===== config.mk =====
export PLATFORM = sky130hd
export DESIGN_NAME = uart_tx_arbiter
export DESIGN_NICKNAME = d
export VERILOG_FILES = /design/src/rtl/uart_tx_arbiter.sv
export SDC_FILE = /design/constraint.sdc
export NUM_CORES = 1
export LEC_CHECK = 0
export BUFFER_PORTS_ARGS = -buffer_cell sky130_fd_sc_hd__buf_2
export CORE_MARGIN = 5
export CORE_UTILIZATION = 64
export DETAILED_ROUTE_END_ITERATION = 7
export PLACE_DENSITY = 0.91
export SYNTH_ARGS = -nofsm -noshare
export SYNTH_HDL_FRONTEND = slang
export SYNTH_SLANG_ARGS = --single-unit

===== constraint.sdc =====
create_clock -name clk -period 5.75 [get_ports clk]
set_input_delay 1.15 -clock clk [delete_from_list [all_inputs] [get_ports clk]]
set_output_delay 1.15 -clock clk [all_outputs]
set_load 0.02 [all_outputs]

===== src/rtl/uart_tx_arbiter.sv =====
// Round-robin arbiter that shares one UART transmitter between two byte sources.
// Each source has a private FIFO. A small FSM issues tx_start and follows tx_busy until the frame completes.
module uart_tx_arbiter #(
    parameter int DEPTH   = 4,
    parameter int TIMEOUT = 16
) (
    input  logic       clk,
    input  logic       rst,
    input  logic       req0_valid,
    input  logic [7:0] req0_data,
    output logic       req0_ready,
    input  logic       req1_valid,
    input  logic [7:0] req1_data,
    output logic       req1_ready,
    input  logic       tx_busy,
    output logic       tx_start,
    output logic [7:0] tx_data,
    output logic       grant_id,
    output logic       timeout_err
);

    localparam int AW = (DEPTH > 1) ? $clog2(DEPTH) : 1;
    localparam int CW = AW + 1;
    localparam int TW = $clog2(TIMEOUT) + 1;

    localparam logic [1:0] IDLE      = 2'd0;
    localparam logic [1:0] WAIT_BUSY = 2'd1;
    localparam logic [1:0] WAIT_DONE = 2'd2;

    logic [7:0]    mem     [2][DEPTH];
    logic [7:0]    in_data [2];
    logic [AW-1:0] wr_ptr  [2];
    logic [AW-1:0] rd_ptr  [2];
    logic [CW-1:0] count   [2];
    logic [1:0]    push;
    logic [1:0]    pop;
    logic [1:0]    not_empty;

    logic [1:0]    state;
    logic          rr;
    logic [TW-1:0] timer;
    logic          grant;
    logic          winner;
    logic [7:0]    head;

    assign in_data[0] = req0_data;
    assign in_data[1] = req1_data;

    assign req0_ready = (count[0] != CW'(DEPTH));
    assign req1_ready = (count[1] != CW'(DEPTH));

    assign push[0] = req0_valid && req0_ready;
    assign push[1] = req1_valid && req1_ready;

    assign not_empty[0] = (count[0] != '0);
    assign not_empty[1] = (count[1] != '0);

    // Both non-empty: rr decides. Otherwise the only non-empty FIFO wins.
    assign grant  = (state == IDLE) && !tx_busy && (not_empty != 2'b00);
    assign winner = (not_empty == 2'b11) ? rr : not_empty[1];
    assign head   = mem[winner][rd_ptr[winner]];

    assign pop[0] = grant && !winner;
    assign pop[1] = grant && winner;

    always_ff @(posedge clk) begin
        for (int i = 0; i < 2; i++) begin
            if (push[i]) begin
                mem[i][wr_ptr[i]] <= in_data[i];
            end
        end
    end

    // The power-of-two depth lets the pointers wrap naturally.
    always_ff @(posedge clk) begin
        if (rst) begin
            for (int i = 0; i < 2; i++) begin
                wr_ptr[i] <= '0;
                rd_ptr[i] <= '0;
                count[i]  <= '0;
            end
        end else begin
            for (int i = 0; i < 2; i++) begin
                if (push[i]) begin
                    wr_ptr[i] <= wr_ptr[i] + AW'(1);
                end
                if (pop[i]) begin
                    rd_ptr[i] <= rd_ptr[i] + AW'(1);
                end
                if (push[i] && !pop[i]) begin
                    count[i] <= count[i] + CW'(1);
                end else if (!push[i] && pop[i]) begin
                    count[i] <= count[i] - CW'(1);
                end
            end
        end
    end

    // A byte that times out counts as sent and is not re-queued.
    always_ff @(posedge clk) begin
        if (rst) begin
            state       <= IDLE;
            rr          <= 1'b0;
            timer       <= '0;
            tx_start    <= 1'b0;
            tx_data     <= 8'h00;
            grant_id    <= 1'b0;
            timeout_err <= 1'b0;
        end else begin
            tx_start <= 1'b0;
            case (state)
                IDLE: begin
                    if (grant) begin
                        tx_data  <= head;
                        grant_id <= winner;
                        tx_start <= 1'b1;
                        rr       <= ~winner;
                        timer    <= '0;
                        state    <= WAIT_BUSY;
                    end
                end
                WAIT_BUSY: begin
                    if (tx_busy) begin
                        state <= WAIT_DONE;
                    end else if (timer == TW'(TIMEOUT - 1)) begin
                        timeout_err <= 1'b1;
                        state       <= IDLE;
                    end else begin
                        timer <= timer + TW'(1);
                    end
                end
                WAIT_DONE: begin
                    if (!tx_busy) begin
                        state <= IDLE;
                    end
                end
                default: state <= IDLE;
            endcase
        end
    end

endmodule


==> run summary <==
run status: finished, final reports clean
Yosys top cell area share: 0.542
Cells after Synth: 320
I/O Buffers: 33
HP Start: timeout_err$_SDFFE_PP0P_
mux contribution to synthesized area: 0.0704
CP startpoint: tx_busy
share of layout cells above drive strength 1: 0.216
nets: 387
area fraction in and, or, nand and nor cells after synthesis: 0.107
TritonCTS buffer count: 9
# diodes: 0
Slew headroom: 0.413
CP cell instances: buf_2 -> or3_1 -> a211oi_1 -> nand3b_1 -> fa_1 -> xor2_1 -> xnor2_1 -> nor2_1
Synth Area in Adders: 0.0423
Finished Core Util: 0.702
PostCTS Resize Cnt: 0
Post-synth EDFFs: 78
DRT Wirelength: 7980 µm
largest family of logic cells by synthesized area: simple AND/OR/NAND/NOR gates
Via density: 6.04
root buffer cell: clkbuf_8
maximum number of pins on one net before global-route repair: 29
TritonCTS clock tree: built
post-route clock period utilization: 0.517
top cells by count, synth: edfxtp_1 (78), nor2_1 (31), mux2i_1 (21)
top cells by area in the synthesized netlist: edfxtp_1 (54%), dfxtp_1 (8.8%), mux2i_1 (4.9%)
dominant cell type by area after synthesis: edfxtp_1
worst vdd ir: 0.000280 V
asr flop ratio synth: 0
Residual DRC: 0
Clk Latency, worst-skew pair: 0.36 ns
setup total negative slack: 0 ns
Synth Flop Type: edfxtp_1
fin crit period: 2.97 ns
HP Class: flop to flop
core area: 6680 µm²
std cell rows: 30
Compound-Gate Fraction of Synth Area: 0.100
WL per Instance: 18.3 µm
endpoints failing hold: 0
worst slew pin tran: 0.881 ns
number of synthesized register bits: 97
initial drt markers: 160
Required @ worst endpoint: 5.87 ns
synthesized area per cell: 13.5 µm²
# hold bufs at CTS: 0
Critical Path AT: 3.09 ns
final max-slew violation count: 0
first-pass GRT wire length: 13,000 µm
routability congestion estimate: 0.842
Post-Syn Area: 4320 µm²
max incr delay on CP: 0.43 ns
CP Launch Type: input pin
CP max-delay cell: or3_1
number of global-route vias before repair: 2,609
clock sinks: 97
Clock Pin Slew Worst Setup and Hold Paths: 0.10 ns
f_max: 337 MHz
pwr dens: 440 nW/µm²
Max-Cap Viols: 0
Post-Syn Nets: 355
drt first pass iters: 4
Die ar.: 8490 µm²
Die Height: 92.2 µm
overall power: 2.07 mW
most common cell in the netlist: edfxtp_1
Antenna Nets Post-Route: 0
Yosys warning count: 0
area grow syn2layout: 8.63%
Final Skew: 0.0123 ns
H-tree levels: 3
Setup CP Type: input pin to flop
placed cell areas: 4510 µm²
Finished Cell Area: 4690 µm²
IO Count: 34
sequential-to-total area share from yosys stat: 0.630
Netlist cell types: 52
XOR/XNOR Fraction of Synth Area: 0.0182
dpl hpwl: 5550 µm
via count: 2,640
# setup viols final: 0
RSZ-0062 raised after global routing: no
CP endpoint kind: flop
hold_ws: 0.474 ns
grt ovf: 0
Clock Tree Buf Depth: 2
initial antenna violation count: 0
Starting Density: 0.647
FF-to-FF Start: count[1][0]$_DFFE_PP_
global-route usage over all layers: 0.200
Die W: 92.2 µm
post-CTS setup repair buffer count: 0
LEAKAGE: 1.73 nW
worst-path fanout max: 5
-- layer usage --
layer / share of wire / up-vias / GRT usage
met2: 0.51 / 97 / 0.334
li1: - / 1252 / -
met1: 0.42 / 1283 / 0.263
met4: 0.0095 / 0 / 0.0557
met5: 0 / - / 0
met3: 0.069 / 8 / 0.0468
-- final cells by class --
cell class	count	area, µm²
clock buffers	9	124
well taps	80	100
fillers	436	1990
inverters	14	52.6
repair buffers	34	173
flip-flops and latches	97	2720
clock inverters	7	61.3
multi-input cells	196	1460
-- per-stage QoR --
stage | worst slack, ns | std cells
2_1_floorplan | 2.70 | 320
5_1_grt | 2.61 | 437
6_report | 2.78 | 437
4_1_cts | 2.81 | 437
3_5_place_dp | 2.42 | 421
3_3_place_gp | 2.51 | 421
-- logic make-up after synthesis --
logic type,Yosys count
DFF,97
and+or+nand+nor,90
AOI/OAI and AO/OA,54
muxes,29
buffers and inverters,27
adders and majority gates,14
xor gates and xnor gates,9
-- worst paths after layout --
kind	end	slack (ns)	cells past startpoint
worst max-delay path	count[0][2]$_SDFFCE_PN0P_	2.78	8
worst min-delay path	timeout_err$_SDFFE_PP0P_	0.47	2
worst max register to register	count[0][2]$_SDFFCE_PN0P_	3.16	9
worst min register to register	timeout_err$_SDFFE_PP0P_	0.47	2
-- critical path, delay by kind of cell --
kind	cells	cell delay, ns
XOR/XNOR	2	0.31
AO/OA/AOI/OAI	1	0.40
buffers and inverters	1	0.11
AND/OR/NAND/NOR	3	0.70
adder cells (fa/ha/maj)	1	0.42
-- layout by cell type (no fill, tap or decap), types with 2 or more instances in the layout --
cell type,instances
o21ai_0,3
mux2i_1,21
nor2_1,31
a211oi_1,7
xnor2_1,7
and3_1,5
nand2b_1,8
and2_1,6
nor2b_1,6
nand2_1,13
clkinvlp_4,2
a21oi_1,8
ha_1,13
o211ai_1,6
or2_2,3
mux2_2,7
inv_6,2
a31oi_1,3
dfxtp_1,19
inv_1,14
a22oi_1,3
nand4_1,2
clkinv_4,2
xor2_1,2
nor3b_1,2
a311oi_1,6
a211o_2,7
buf_2,33
nor3_1,6
clkbuf_8,9
edfxtp_1,78
-- flip-flops by register name, indices dropped and copies added (netlist names) --
signal	cells
rd_ptr	4
grant_id	1
tx_data	8
wr_ptr	4
timeout_err	1
count	6
tx_start	1
state	2
timer	5
rr	1
mem	64
-- where the power goes --
part | switching, mW | internal (mW) | leakage [nW]
logic | 0.406 | 0.269 | 0.754
clock network | 0.243 | 0.165 | 0.0884
registers | 0.0877 | 0.895 | 0.892
Power figures use the tool's default switching activity.
